==> src/rtl/odu_sched_pkg.sv <==
// Shared constants and FSM state encoding for the ODU channel-ID scheduler.
package odu_sched_pkg;

  localparam int NUM_CH         = 80;
  localparam int CHID_W         = 7;
  localparam int DATA_WIDTH_CFG = 16;

  typedef enum logic [1:0] {
    IDLE  = 2'd0,
    SCAN  = 2'd1,
    ISSUE = 2'd2,
    BUSY  = 2'd3
  } state_t;

endpackage

==> src/rtl/odu_chid_ptr.sv <==
// Round-robin channel pointer with wrap detection and saturating pass counter.
module odu_chid_ptr
  import odu_sched_pkg::*;
#(
  parameter int NUM_CH = odu_sched_pkg::NUM_CH,
  parameter int CHID_W = odu_sched_pkg::CHID_W
) (
  input  logic              clk,
  input  logic              rst_n,
  input  logic              clear,
  input  logic              advance,
  output logic [CHID_W-1:0] ptr,
  output logic              wrap,
  output logic [15:0]       pass_cnt
);

  localparam logic [CHID_W-1:0] LAST_CH = CHID_W'(NUM_CH - 1);

  assign wrap = advance && (ptr == LAST_CH);

  always_ff @(posedge clk or negedge rst_n) begin
    if (!rst_n) begin
      ptr      <= '0;
      pass_cnt <= '0;
    end else if (clear) begin
      ptr      <= '0;
      pass_cnt <= '0;
    end else if (advance) begin
      if (wrap) begin
        ptr <= '0;
        if (pass_cnt != 16'hFFFF) pass_cnt <= pass_cnt + 16'd1;
      end else begin
        ptr <= ptr + CHID_W'(1);
      end
    end
  end

endmodule

==> src/rtl/odu_chid_scheduler.sv <==
// Walks enabled channel IDs round-robin, issuing each to the data generator
// over valid/ready and waiting for burst completion before moving on.
module odu_chid_scheduler
  import odu_sched_pkg::*;
#(
  parameter int NUM_CH         = odu_sched_pkg::NUM_CH,
  parameter int CHID_W         = odu_sched_pkg::CHID_W,
  parameter int DATA_WIDTH_CFG = odu_sched_pkg::DATA_WIDTH_CFG
) (
  input  logic                      clk,
  input  logic                      rst_n,
  input  logic [DATA_WIDTH_CFG-1:0] cfg_start_reg,
  input  logic [NUM_CH-1:0]         cfg_enable,
  input  logic [NUM_CH-1:0]         cfg_type,
  output logic                      sched_valid,
  input  logic                      sched_ready,
  output logic [CHID_W-1:0]         sched_chid,
  output logic                      sched_type,
  input  logic                      gen_done,
  input  logic                      gen_error,
  output logic                      status_gen_data,
  output logic [NUM_CH-1:0]         error_chid,
  output logic [15:0]               pass_cnt
);

  state_t              state;
  logic                run;
  logic                run_q;
  logic                start_rise;
  logic [NUM_CH-1:0]   shadow_en;
  logic [NUM_CH-1:0]   shadow_type;
  logic [CHID_W-1:0]   ptr;
  logic                wrap;
  logic                ptr_clear;
  logic                advance;

  assign run        = cfg_start_reg[0];
  assign start_rise = run & ~run_q;

  // An all-zero mask on start leaves the block completely untouched.
  assign ptr_clear = (state == IDLE) && start_rise && (|cfg_enable);
  assign advance   = ((state == SCAN) && run && !shadow_en[ptr]) ||
                     ((state == BUSY) && gen_done && run);

  assign status_gen_data = (state != IDLE);

  odu_chid_ptr #(
    .NUM_CH (NUM_CH),
    .CHID_W (CHID_W)
  ) u_ptr (
    .clk      (clk),
    .rst_n    (rst_n),
    .clear    (ptr_clear),
    .advance  (advance),
    .ptr      (ptr),
    .wrap     (wrap),
    .pass_cnt (pass_cnt)
  );

  always_ff @(posedge clk or negedge rst_n) begin
    if (!rst_n) begin
      state       <= IDLE;
      run_q       <= 1'b0;
      shadow_en   <= '0;
      shadow_type <= '0;
      sched_valid <= 1'b0;
      sched_chid  <= '0;
      sched_type  <= 1'b0;
      error_chid  <= '0;
    end else begin
      run_q <= run;
      case (state)
        IDLE: begin
          if (start_rise && (|cfg_enable)) begin
            shadow_en   <= cfg_enable;
            shadow_type <= cfg_type;
            error_chid  <= '0;
            state       <= SCAN;
          end
        end
        SCAN: begin
          if (!run) begin
            state <= IDLE;
          end else if (shadow_en[ptr]) begin
            state       <= ISSUE;
            sched_valid <= 1'b1;
            sched_chid  <= ptr;
            sched_type  <= shadow_type[ptr];
          end else if (wrap) begin
            // Config changes are only picked up at pass boundaries.
            shadow_en   <= cfg_enable;
            shadow_type <= cfg_type;
            if (cfg_enable == '0) state <= IDLE;
          end
        end
        ISSUE: begin
          if (sched_ready) begin
            sched_valid <= 1'b0;
            state       <= BUSY;
          end
        end
        BUSY: begin
          if (gen_done) begin
            if (gen_error) error_chid[sched_chid] <= 1'b1;
            if (!run) begin
              state <= IDLE;
            end else if (wrap) begin
              shadow_en   <= cfg_enable;
              shadow_type <= cfg_type;
              state       <= (cfg_enable == '0) ? IDLE : SCAN;
            end else begin
              state <= SCAN;
            end
          end
        end
        default: state <= IDLE;
      endcase
    end
  end

endmodule

==> config.mk <==
export PLATFORM = sky130hd
export DESIGN_NAME = odu_chid_scheduler
export DESIGN_NICKNAME = d
export VERILOG_FILES = /design/src/rtl/odu_sched_pkg.sv /design/src/rtl/odu_chid_ptr.sv /design/src/rtl/odu_chid_scheduler.sv
export SDC_FILE = /design/constraint.sdc
export NUM_CORES = 1
export LEC_CHECK = 0
export BUFFER_PORTS_ARGS = -buffer_cell sky130_fd_sc_hd__buf_4
export CORE_AREA = 4 4 187 143
export CTS_CLUSTER_SIZE = 16
export DETAILED_ROUTE_END_ITERATION = 8
export DIE_AREA = 0 0 191 147
export MAX_ROUTING_LAYER = met4
export PLACE_DENSITY = 0.74
export SYNTH_ARGS = -nofsm -noshare
export SYNTH_HDL_FRONTEND = slang
export SYNTH_SLANG_ARGS = --single-unit
==> constraint.sdc <==
create_clock -name clk -period 6.2 [get_ports clk]
set_clock_uncertainty 0.05 [all_clocks]
set_input_delay 0.93 -clock clk [delete_from_list [all_inputs] [get_ports clk]]
set_output_delay 0.93 -clock clk [all_outputs]
set_load 0.01 [all_outputs]
**Word-level counts from Yosys, hierarchy flattened**

Cells that the tools add are included.

- Bits in registers: 275
- Bits of input ports: 181
- Output and inout port bits: 106
- Word-level logic and storage cells: 106

- Add/subtract/negate cells: 2
- Order comparisons: 3
- Eq/ne operators: 15
- Mux-type cells: 46
- Bitwise operators: 3
- Reductions and logical operators: 27

Operators with widths:

| kind | count |
|---|---|
| 2-to-1 mux 80 bit | 15 |
| case mux 80 bit (3 select lines) | 2 |
| case mux 80 bit (2 select lines) | 1 |
| logical NOT 80 bit | 1 |
| OR 80 bit | 1 |
| OR reduction 80 bit | 1 |
| 2-to-1 mux 16 bit | 4 |
| 2-to-1 mux 7 bit | 3 |
| adder 16 x 1 -> 16 bit (second input constant) | 1 |
| < comparator 7 x 8 -> 1 bit (second input constant) | 2 |
| != test 16 bit (second input constant) | 1 |
| binary-select mux 1 bit (select 7 bit) | 2 |
| 2-to-1 mux 2 bit | 7 |
| != test 2 bit (second input constant) | 6 |
| nonzero test 2 bit | 6 |
| logical AND 1 bit | 9 |
| 2-to-1 mux 1 bit | 9 |
| != test 4 x 2 -> 1 bit (second input constant) | 2 |
| case mux 2 bit (4 select lines) | 1 |
| AND reduction 4 bit | 2 |
| adder 7 x 1 -> 7 bit (second input constant) | 1 |
| demux 1 bit (select 7 bit) | 1 |
| equality test 7 bit (second input constant) | 1 |
| greater-or-equal comparator 7 x 1 -> 1 bit (second input constant) | 1 |
| 13 further kinds | 16 |

**Depth between registers and ports, before layout**

- Depth in word-level cells: 10
- Depth in mapped cells: 13

**Modules after synthesis**

From an unflattened synthesis, not the netlist that was laid out.

- Cells, all modules: 1,537
- Area total of the unflattened synthesis: 15,051.9 sq um

By module, submodules not included:

| module | times used | cells an instance | area each (sq um) | sequential area each (sq um) |
|---|---|---|---|---|
| odu_chid_scheduler | 1 | 1,399 | 13,721.9 | 6,306.0 |
| odu_chid_ptr | 1 | 138 | 1,330.0 | 575.6 |

**Least setup slack after synthesis**

No wires, ideal clock.

- Kind: register -> register
- Start: reg u_ptr.ptr[0]
- End: reg shadow_en[58]
- Library setup time: 127 ps
- Arrival: 2,952 ps
- Slack: 3,071 ps
- Cell stages (with the launch flop): 12
- Cells stage by stage: dfrtp_1 > buf_2 > mux4_2 > mux2_2 > or3_1 > a311oi_2 > o21bai_1 > a21oi_2 > nor2_2 > buf_6 > buf_6 > mux2_1

- Longest elaborated chain between the ends: 10
- Elaborated cells on any way between the ends: 15

Ends and longest elaborated chain:

| item | line | text |
|---|---|---|
| start, declared | odu_chid_ptr.sv:12 | `output logic [CHID_W-1:0] ptr,` |
| start signal, assigned | odu_chid_ptr.sv:33 | `ptr <= ptr + CHID_W'(1);` |
| binary-select mux 1 bit (select 7 bit) | odu_chid_scheduler.sv:42, odu_chid_scheduler.sv:84 |  |
| 2-to-1 mux 1 bit (implied by the code) | odu_chid_scheduler.sv:42, odu_chid_scheduler.sv:84 |  |
| logical NOT 1 bit | odu_chid_scheduler.sv:42 | `assign advance = ((state == SCAN) && run && !shadow_en[ptr]) \|\|` |
| logical AND 1 bit | odu_chid_scheduler.sv:42 |  |
| logical OR 1 bit | odu_chid_scheduler.sv:42 |  |
| logical AND 1 bit | odu_chid_ptr.sv:19 | `assign wrap = advance && (ptr == LAST_CH);` |
| 2-to-1 mux 80 bit | -- |  |
| 2-to-1 mux 80 bit, on equally long branches (2 in series) | -- |  |
| case mux 80 bit (3 select lines) | -- |  |
| end signal, assigned | odu_chid_scheduler.sv:75 | `shadow_en <= cfg_enable;` |
| end signal, assigned | odu_chid_scheduler.sv:91 | `shadow_en <= cfg_enable;` |
| end signal, assigned | odu_chid_scheduler.sv:108 | `shadow_en <= cfg_enable;` |
| end, declared | odu_chid_scheduler.sv:30 | `logic [NUM_CH-1:0] shadow_en;` |

Parallel ways exist; a longest one is shown, timed or not. The select of a mux whose other input is x is not followed.
A chain may end at the register's enable or synchronous reset.

**Worst setup path after layout**

- Start: reg u_ptr.ptr[1]
- End: reg shadow_en[42]

Same word-level chain as after synthesis.

==> impl_results.md <==
- Status: finished clean
- Post-DRT Antenna Nets: 0
- Hold Buf Count CTS: 0
- Peak VDD IR: 263 uV
- Final setup viols: 0
- Fin crit share: 81.0%
- Syn_nets: 1175
- Unique masters post-synth: 54
- Min-delay worst type: input port to async pin
- Area leader, netlist: dfrtp_1
- First-pass GRT wire length: ~52000 um
- Global-route usage over all layers: about a quarter
- Setup TNS Final: 0 ns
- Final core utilization: 62.5%
- Maximum clock path buffer count: 3
- Main synth FF type: dfrtp_1
- WP data required: 6.56 ns
- Fill count: about 2000
- Post-synthesis compound-gate area fraction: under 10%
- Post-detail-place hpwl: ~24000 um
- Min Tclk post-route: 5.02 ns
- Initial DRC count: 564
- Vias per cell: between 5 and 6
- Critical Path AT: between 5 and 6 ns
- FF-to-FF End: shadow_en[42]$_DFFE_PN0P_
- I/O Buffers: 271
- Ys async rst share: 100%
- Die ar.: 0.0281 sq mm
- Worst-Skew Late Latency: about 0.54 ns
- Placeable Area: around 0.025 sq mm
- Via count: 9074
- Synth Area in Adders: less than 1%
- Area of the multi-input gates: between 0.005 and 0.006 sq mm
- Synth Cell Area: around 0.012 sq mm
- Total gr overflow: 0
- Initial antenna violation count: 1
- Avg Inst Size Synth: 12.4 sq um
- Setup bufs post-CTS: 0
- Gpl congestion: around 0.83
- Post-CTS resize count: 0
- Post-synth top cells: dfrtp_1, nor2_1, mux2_1, a21oi_1, mux2_2
- Synth Area in XOR/XNOR: 0.570%
- Slew Limit Fails: 0
- EDFF count, synth: 0
- Worst setup path endpoint: shadow_en[42]$_DFFE_PN0P_
- WL per Instance: roughly 20 um
- #FFs+latches synth: between 200 and 300
- CP startpoint: u_ptr.ptr[1]$_DFFE_PN0P_
- # rows: 50
- Register area: 0.00688 sq mm
- Initial core utilization: 49.5%
- Worst setup path category: flip-flop to flip-flop
- Drt drc: 0
- PnR Total Power: 6330 uW
- Area grow syn2layout: 26.4%
- PwrDens: slightly above 400 mW/mm^2
- Synth warn: 0
- CP max FO: 28
- Largest family of logic cells by synthesized area: multiplexers
- Die Wd: 191 um
- First-pass DRT Iterations: 5
- Worst R2R Start: u_ptr.ptr[1]$_DFFE_PN0P_
- Part of the Yosys area used for sequential elements: 56.0%
- Fmax: around 200 MHz
- Layout cells sized above 1: between 30 and 40%
- Reg2reg path depth: 11
- Final Hold Viols: 0
- Clk sink count: between 200 and 300
- Total CTS buffers: 28
- R2r setup slk: 1.18 ns
- TritonCTS clock tree: yes
- Placed cell areas: between 0.01 and 0.015 sq mm
- Cells after synthesis: slightly below 1000
- Crit end category: flip-flop
- I/O pins: 287
- Mux contribution to synthesized area: 23.1%
- RSZ-0062 raised after global routing: no
- Slew @ Worst Pin: ~1.1 ns
- Max-cap viol count: 0
- Die Span Y: approximately 150 um
- NumNets Final: ~1400
- Startpoint class of the critical path: flip-flop
- CTS H-tree lvls: 1
- Synth area leaders: dfrtp_1, mux2_1, mux2_2
- Rel. slew slack: roughly 28%
- Most frequent cell after synthesis: dfrtp_1
- Cell area after layout: approximately 0.016 sq mm
- Largest net degree at the start of global routing: around 150
- Total detailed-routing wirelength: between 30000 and 40000 um
- Number of global-route vias before repair: 9388
- LEAKAGE: approximately 0.0072 uW
- Yosys top cell area share: about 56%
- Post-synthesis simple-gate area fraction: a little under a tenth
- Root buffer cell: clkbuf_16
- Clk pin slew, worst setup/hold paths: approximately 0.060 ns
## state kept, by name, summed over array words and instances (netlist names), named ones only
register / flops
state: 1
u_ptr.ptr: 7
error_chid: 80
shadow_type: 80
u_ptr.pass_cnt: 16
sched_chid: 7
sched_valid: 1
shadow_en: 80
run_q: 1
sched_type: 1
## power breakdown
| part | switching [uW] | internal (uW) | leakage (uW) |
|---|---|---|---|
| logic | 829 | 994 | 0.00329 |
| registers | 441 | 2400 | 0.00349 |
| clock network | 695 | 970 | 0.000448 |
## cell type report
class	instances	area share (%)
repair buffers	286	14.0
multi-input cells	658	32.9
diodes	1	0.0161
inverters	6	0.145
clock buffers	43	5.40
clock inverters	8	0.459
well taps	338	2.72
flip-flops and latches	275	44.3
## per-layer routing
layer | vias up | share of wire [%] | wire [um] | global-route usage [%]
met3 | 63 | 8.3 | 2750 | 6.75
met1 | 4546 | 44 | 14500 | 32.8
met5 | - | 0 | 0 | -
li1 | 4147 | - | - | -
met2 | 318 | 46 | 15200 | 35.7
met4 | 0 | 2.5 | 822 | 6.21
## worst max-delay path, cell delays in order, from the launching register on
cell and delay [ns]:
dfrtp_2 0.89, buf_4 0.50, mux2i_1 0.19, a22oi_1 0.21
nand4_1 0.11, o22ai_1 0.29, a311oi_1 0.13, o21bai_1 0.87
a21oi_2 0.28, nor2_4 0.53, buf_4 0.42, mux2_2 0.38
## logic make-up (layout without fill, tap and decap cells)
group / after synthesis / count (layout)
fa+ha+maj: 2 / 2
buf+inv: 59 / 343
flops: 275 / 275
mux: 242 / 242
other cells: 0 / 1
compound gates: 155 / 155
simple gates: 251 / 251
xor+xnor: 8 / 8
## metrics by stage
step	setup slack, ns	cells	hold slack [ns]
2_1_floorplan	3.07	992	0.409
3_3_place_gp	1.28	1563	0.417
3_5_place_dp	1.29	1563	0.425
4_1_cts	1.25	1614	0.441
5_1_grt	0.972	1615	0.450
6_report	1.18	1615	0.397
## how the worst min path moves through the flow
stage / start / endpoint / slack (ns) / cells after the start
2_1_floorplan: shadow_en[59]$_DFFE_PN0P_ / shadow_en[59]$_DFFE_PN0P_ / 0.41 / 1
3_3_place_gp: sched_valid$_DFFE_PN0P_ / sched_valid$_DFFE_PN0P_ / 0.42 / 1
3_5_place_dp: sched_valid$_DFFE_PN0P_ / sched_valid$_DFFE_PN0P_ / 0.43 / 1
4_1_cts: shadow_type[2]$_DFFE_PN0P_ / shadow_type[2]$_DFFE_PN0P_ / 0.44 / 1
5_1_grt: shadow_en[78]$_DFFE_PN0P_ / shadow_en[78]$_DFFE_PN0P_ / 0.45 / 1
6_report: rst_n / shadow_en[48]$_DFFE_PN0P_ / 0.40 / 1
## cells in the final DEF (no fill, tap or decap), types with 8 or more instances in the layout
master     synthesis  layout
a21oi_1           91      91
clkbuf_16          0      29
clkbuf_1          21       8
nor2_1           116     116
nand3_1           16      16
mux4_2            15      15
nand2_1           32      32
mux2_2            78      78
mux2i_1           49      49
o221ai_1           9       9
xnor2_1            8       8
nor4_1            23      23
o22ai_1           10      10
mux2_1           100     100
nand2b_1          15      15
a211oi_1          10      10
nand4_1            9       9
buf_4              1     283
dfrtp_1          275     273
nor3_1            12      11
Note: power is estimated with default switching activity, not from simulation.
